--- config.mk ---
export PLATFORM = sky130hd
export DESIGN_NAME = dmem_responder
export DESIGN_NICKNAME = d
export VERILOG_FILES = /design/src/rtl/dmem_responder.sv
export SDC_FILE = /design/constraint.sdc
export NUM_CORES = 2
export LEC_CHECK = 0
export CAP_MARGIN = 20
export CORE_ASPECT_RATIO = 1.25
export CORE_UTILIZATION = 65
export CTS_CLUSTER_DIAMETER = 120
export DETAILED_ROUTE_END_ITERATION = 7
export PLACE_DENSITY = 0.83
export SYNTH_ARGS = -nofsm -noshare
export SYNTH_HDL_FRONTEND = slang
export SYNTH_SLANG_ARGS = --single-unit
--- constraint.sdc ---
create_clock -name clk -period 9.1 [get_ports clk]
set_clock_uncertainty 0.05 [all_clocks]
set_input_delay 0.91 -clock clk [delete_from_list [all_inputs] [get_ports clk]]
set_output_delay 0.91 -clock clk [all_outputs]
set_load 0.02 [all_outputs]
--- src/rtl/dmem_responder.sv ---
// Single-port data memory responder with a fixed wait-state count per request.
// Misaligned, out-of-range and read+write requests complete with the same timing and are flagged.
module dmem_responder #(
    parameter int N     = 64,
    parameter int DEPTH = 32,
    parameter int WAIT  = 2
) (
    input  logic         clk,
    input  logic         reset,
    input  logic [N-1:0] DM_addr,
    input  logic [N-1:0] DM_writeData,
    input  logic         DM_writeEnable,
    input  logic         DM_readEnable,
    output logic [N-1:0] DM_readData,
    output logic         DM_ready,
    output logic         DM_error
);

    localparam int AW = $clog2(DEPTH);
    localparam logic [3:0] WAIT_C = 4'(WAIT);

    typedef enum logic [1:0] {
        ST_IDLE = 2'd0,
        ST_BUSY = 2'd1,
        ST_RESP = 2'd2
    } state_t;

    state_t         state_q, state_d;
    logic [3:0]     cnt_q, cnt_d;
    logic [N-1:0]   addr_q, addr_d;
    logic [N-1:0]   wdata_q, wdata_d;
    logic           we_q, we_d;
    logic           re_q, re_d;
    logic [N-1:0]   rdata_q, rdata_d;
    logic           ready_q, ready_d;
    logic           error_q, error_d;

    logic [N-1:0]   mem_q [DEPTH];

    logic [N-1:0]   eff_addr_s;
    logic [N-1:0]   eff_wdata_s;
    logic           eff_we_s;
    logic           eff_re_s;
    logic [AW-1:0]  eff_idx_s;
    logic [N-1:0]   addr_hi_s;
    logic           err_s;
    logic           wr_ok_s;
    logic           rd_ok_s;
    logic           go_resp_s;
    logic           latch_s;
    logic           mem_we_s;

    // Request currently being decided: live inputs in IDLE (zero-wait case), latched copy otherwise.
    always_comb begin
        if (state_q == ST_IDLE) begin
            eff_addr_s  = DM_addr;
            eff_wdata_s = DM_writeData;
            eff_we_s    = DM_writeEnable;
            eff_re_s    = DM_readEnable;
        end else begin
            eff_addr_s  = addr_q;
            eff_wdata_s = wdata_q;
            eff_we_s    = we_q;
            eff_re_s    = re_q;
        end
    end

    assign eff_idx_s = eff_addr_s[AW+2:3];
    assign addr_hi_s = eff_addr_s >> (AW + 3);
    assign err_s     = (eff_we_s & eff_re_s) | (|eff_addr_s[2:0]) | (|addr_hi_s);
    assign wr_ok_s   = eff_we_s & ~err_s;
    assign rd_ok_s   = eff_re_s & ~err_s;
    // Reset gating keeps a request visible while reset is low from ever reaching the array.
    assign mem_we_s  = go_resp_s & wr_ok_s & reset;

    // Next-state, wait counter and response decode.
    always_comb begin
        state_d   = state_q;
        cnt_d     = cnt_q;
        latch_s   = 1'b0;
        go_resp_s = 1'b0;
        case (state_q)
            ST_IDLE: begin
                if (DM_readEnable || DM_writeEnable) begin
                    latch_s = 1'b1;
                    if (WAIT == 0) begin
                        state_d   = ST_RESP;
                        cnt_d     = 4'd0;
                        go_resp_s = 1'b1;
                    end else begin
                        state_d = ST_BUSY;
                        cnt_d   = WAIT_C;
                    end
                end else begin
                    state_d = ST_IDLE;
                end
            end
            ST_BUSY: begin
                if (cnt_q == 4'd0) begin
                    state_d   = ST_RESP;
                    go_resp_s = 1'b1;
                end else begin
                    cnt_d = cnt_q - 4'd1;
                end
            end
            ST_RESP: begin
                state_d = ST_IDLE;
            end
            default: begin
                state_d = ST_IDLE;
                cnt_d   = 4'd0;
            end
        endcase
    end

    // Request capture and registered response values.
    always_comb begin
        addr_d  = addr_q;
        wdata_d = wdata_q;
        we_d    = we_q;
        re_d    = re_q;
        if (latch_s) begin
            addr_d  = DM_addr;
            wdata_d = DM_writeData;
            we_d    = DM_writeEnable;
            re_d    = DM_readEnable;
        end else begin
            addr_d  = addr_q;
        end
        ready_d = go_resp_s;
        error_d = go_resp_s & err_s;
        rdata_d = rdata_q;
        if (go_resp_s && err_s) begin
            rdata_d = {N{1'b0}};
        end else if (go_resp_s && rd_ok_s) begin
            rdata_d = mem_q[eff_idx_s];
        end else begin
            rdata_d = rdata_q;
        end
    end

    // Control and output registers.
    always_ff @(posedge clk or negedge reset) begin
        if (!reset) begin
            state_q <= ST_IDLE;
            cnt_q   <= 4'd0;
            addr_q  <= {N{1'b0}};
            wdata_q <= {N{1'b0}};
            we_q    <= 1'b0;
            re_q    <= 1'b0;
            rdata_q <= {N{1'b0}};
            ready_q <= 1'b0;
            error_q <= 1'b0;
        end else begin
            state_q <= state_d;
            cnt_q   <= cnt_d;
            addr_q  <= addr_d;
            wdata_q <= wdata_d;
            we_q    <= we_d;
            re_q    <= re_d;
            rdata_q <= rdata_d;
            ready_q <= ready_d;
            error_q <= error_d;
        end
    end

    // Storage array, deliberately without reset.
    always_ff @(posedge clk) begin
        if (mem_we_s) begin
            mem_q[eff_idx_s] <= eff_wdata_s;
        end
    end

    assign DM_readData = rdata_q;
    assign DM_ready    = ready_q;
    assign DM_error    = error_q;

endmodule

==> metrics.md <==
| Metric | Value |
|---|---|
| Setup TNS | `0 ps` |
| Hold Fails Final Rpt | `0` |
| Commonest non-fill, non-tap cell in the layout | `edfxtp_1` |
| Multi-input logic area | `13800 sq um` |
| Most frequent cells in the layout | `edfxtp_1 (2048), o22ai_1 (1026), o21ai_0 (400)` |
| Layout cell share with drive strength beyond 1 | `0.107` |
| Max-slew violations | `0` |
| Tcrit/Tclk final | `0.640` |
| Library cells used by synthesis | `36` |
| Least-Margin Pin Slew | `1240 ps` |
| IO Pins | `approximately 200` |
| Area Growth Syn to Fin | `12.5%` |
| Sequential area share after synthesis | `0.816` |
| Die area | `127000 sq um` |
| RSZ-0062 raised after global routing | `no` |
| Drt total wl | `219000 um` |
| CTS root buffer | `clkbuf_16` |
| Worst hold path class | `register to register` |
| Seq pwr share | `0.452` |
| Worst slack, placed | `3250 ps` |
| Drt first pass iters | `6` |
| CP max FO | `47` |
| Final setup fails | `0` |
| Min cycle time layout | `~5800 ps` |
| Finished Cell Area | `91700 sq um` |
| Leak | `approximately 29 nW` |
| Max clock buf depth | `3` |
| Number of port buffers | `197` |
| Kind of critical path | `register to register` |
| Clock-pin slew on the worst setup and hold paths | `60 ps` |
| Post-Synthesis Mean Instance Area | `16.8 sq um` |
| Yosys top cell area share | `0.754` |
| Slew margin rel. | `0.171` |
| Crit path max-delay cell type | `nor2_4` |
| CTS Sinks | `2250` |
| Final ANT Viol Nets | `0` |
| Global placer's final weighted congestion | `0.813` |
| H-tree depth | `4` |
| WP data required | `9470 ps` |
| Cells after Synth | `~4900` |
| Post-detail-place hpwl | `106000 um` |
| DRC | `0` |
| Status | `completed` |
| Routed vias | `50300` |
| Inst Count DP | `roughly 6400` |
| Area leader, netlist | `edfxtp_1` |
| Worst path cell trace | `or2_4 -> buf_4 -> nand3_1 -> a222oi_1 -> buf_4 -> nand3b_1 -> nor2_4 -> buf_4` |
| #FFs+latches synth | `2250` |
| Switching portion of total power | `0.340` |
| Gr usage total | `0.342` |
| Power per cell area | `~340 nW/um^2` |
| Wire length per cell | `32.3 um` |
| CTS Buf Count | `191` |
| Max Freq | `172 MHz` |
| Crit-path most repeated cell | `buf_4` |
| Crit path capture type | `register` |
| Initial core utilization | `0.659` |
| Placed cell area | `85300 sq um` |
| Switching power | `10.7 mW` |
| Initial antenna violation count | `4` |
| CP arrival | `just over 6000 ps` |
| Die H | `about 400 um` |
| Detailed Route Iter0 Violations | `8509` |
| Clk network pwr share | `0.257` |
| # resized after CTS | `0` |
| Yosys synthesis warning count | `0` |
| Vias per inst | `7.39` |
| Synthesized Nets | `between 4000 and 5000` |
| Number of fill cells | `about 6400` |
| Clk_lat worst skew | `830 ps` |
| Row count | `144` |
| Core Box Area | `124000 sq um` |
| Combinational fraction of design power | `0.291` |
| Cell Area, Synth | `81500 sq um` |
| Critical path launch point type | `register` |
| First-pass GRT wire length | `316000 um` |
| Register Area | `66600 sq um` |
| Synth area leaders | `edfxtp_1 (75%), o22ai_1 (7.9%), dfrtp_1 (6.2%), o21ai_0 (2.5%), mux2_2 (1.7%)` |
| Die X | `between 300 and 400 um` |
| # Max-Cap Violations | `0` |
| Via count of the first global-routing pass | `~51000` |
| Internal Power | `between 20 and 25 mW` |
| Peak VDD IR | `0.000542 V` |
| CP peak stage delay | `1080 ps` |
| # nets final | `a little over 5000` |
| Worst setup margin | `3280 ps` |
| Gr ovfl total | `0` |
| TritonCTS clock tree | `done` |
| Largest net degree at the start of global routing | `just under 200` |
| Fin cells | `around 6800` |
[registers in the layout (all words and copies together), names as in the netlist]
name         cells
mem_q         2048
DM_ready         1
re_q             1
cnt_q            4
addr_q          64
DM_readData     64
we_q             1
wdata_q         64
state_q          2
DM_error         1
[cells by family (layout without fill, tap and decap cells)]
group / Yosys count / in the layout / synth area share
fa+ha+maj: 1 / 1 / 0.000153
mux: 126 / 126 / 0.0174
buf+inv: 400 / 726 / 0.0199
other cells: 0 / 3 / 0
compound gates: 1606 / 1606 / 0.118
simple gates: 480 / 480 / 0.0286
flops: 2250 / 2250 / 0.816
[layer usage]
layer  track usage  wire length (um)
met1         0.436             69400
met4         0.198             12700
met3        0.0783             31600
met5             0                34
met2         0.548            106000
[repair_timing]
| action | in CTS | in global routing |
|---|---|---|
| buffers inserted | 0 | 0 |
| endpoints found under the hold margin | 51 | 0 |
| setup endpoints to repair | 0 | 0 |
| hold buffers | 1 | 0 |
[power groups by stage]
stage / clock [mW] / sequential, mW / combinational [mW]
final: 8.06 / 14.2 / 9.13
after global routing: 8.40 / 14.2 / 9.48
after CTS: 8.04 / 14.2 / 8.69
after detailed placement: 0 / 14.4 / 8.55
after global placement: 0 / 14.4 / 8.25
after floorplan: 0 / 14.3 / 5.24
[final timing paths]
| check | slack, ps | cells past startpoint | endpoint | start |
|---|---|---|---|---|
| setup / recovery | 3280 | 8 | mem_q[31][32] | state_q[0] |
| hold / removal | 440 | 2 | we_q | we_q |
| setup reg to reg | 3280 | 8 | mem_q[31][32] | state_q[0] |
| hold reg to reg | 440 | 2 | we_q | we_q |
| max in group asynchronous | 6380 | 4 | DM_readData[13] | reset |
| min in group asynchronous | 560 | 2 | addr_q[46] | reset |
[critical path: cells and delay by family, from the launching register on]
kind	cells	cell delay, ps
and+or+nand+nor	4	2430
DFF	1	620
buffers and inverters	3	1900
AOI/OAI and AO/OA	1	350
[cells in the mapped netlist (all sizes together)]
master and instances:
buf 116, o311ai 6, nor3 33, clkbuf 212
nand4 126, and3 5, a21oi 5, a21boi 1
nand3b 4, a31oi 7, o32ai 64, a22o 1
nor2 45, ha 1, nor4bb 1, and2 2
nand2b 5, or3 6, inv 72, nor4b 4
o211ai 1, edfxtp 2048, o22ai 1026, mux2 125
dfrtp 202, nand3 4, a222oi 1, nor4 30
o21ai 494, nand2 211, or2 4, mux2i 1
[area by class of cell]
type                            count  share of cell area
Tap cell                         1606              0.0219
Antenna cell                        3           0.0000818
Clock inverter                     83             0.00867
Clock buffer                      268              0.0579
Inverter                           72             0.00295
Timing Repair Buffer              303              0.0330
Sequential cell                  2250               0.726
Multi-Input combinational cell   2213               0.150
[through the flow]
| step | utilization | hold WS [ps] | power [mW] |
|---|---|---|---|
| detailed placement | 0.689 | 427 | 22.9 |
| finish | 0.741 | 440 | 31.4 |
| floorplan | - | 408 | 19.6 |
| global route | 0.741 | 463 | 32.1 |
| global placement | 0.689 | 427 | 22.6 |
| CTS | 0.739 | 443 | 30.9 |
Power figures use the tool's default switching activity.
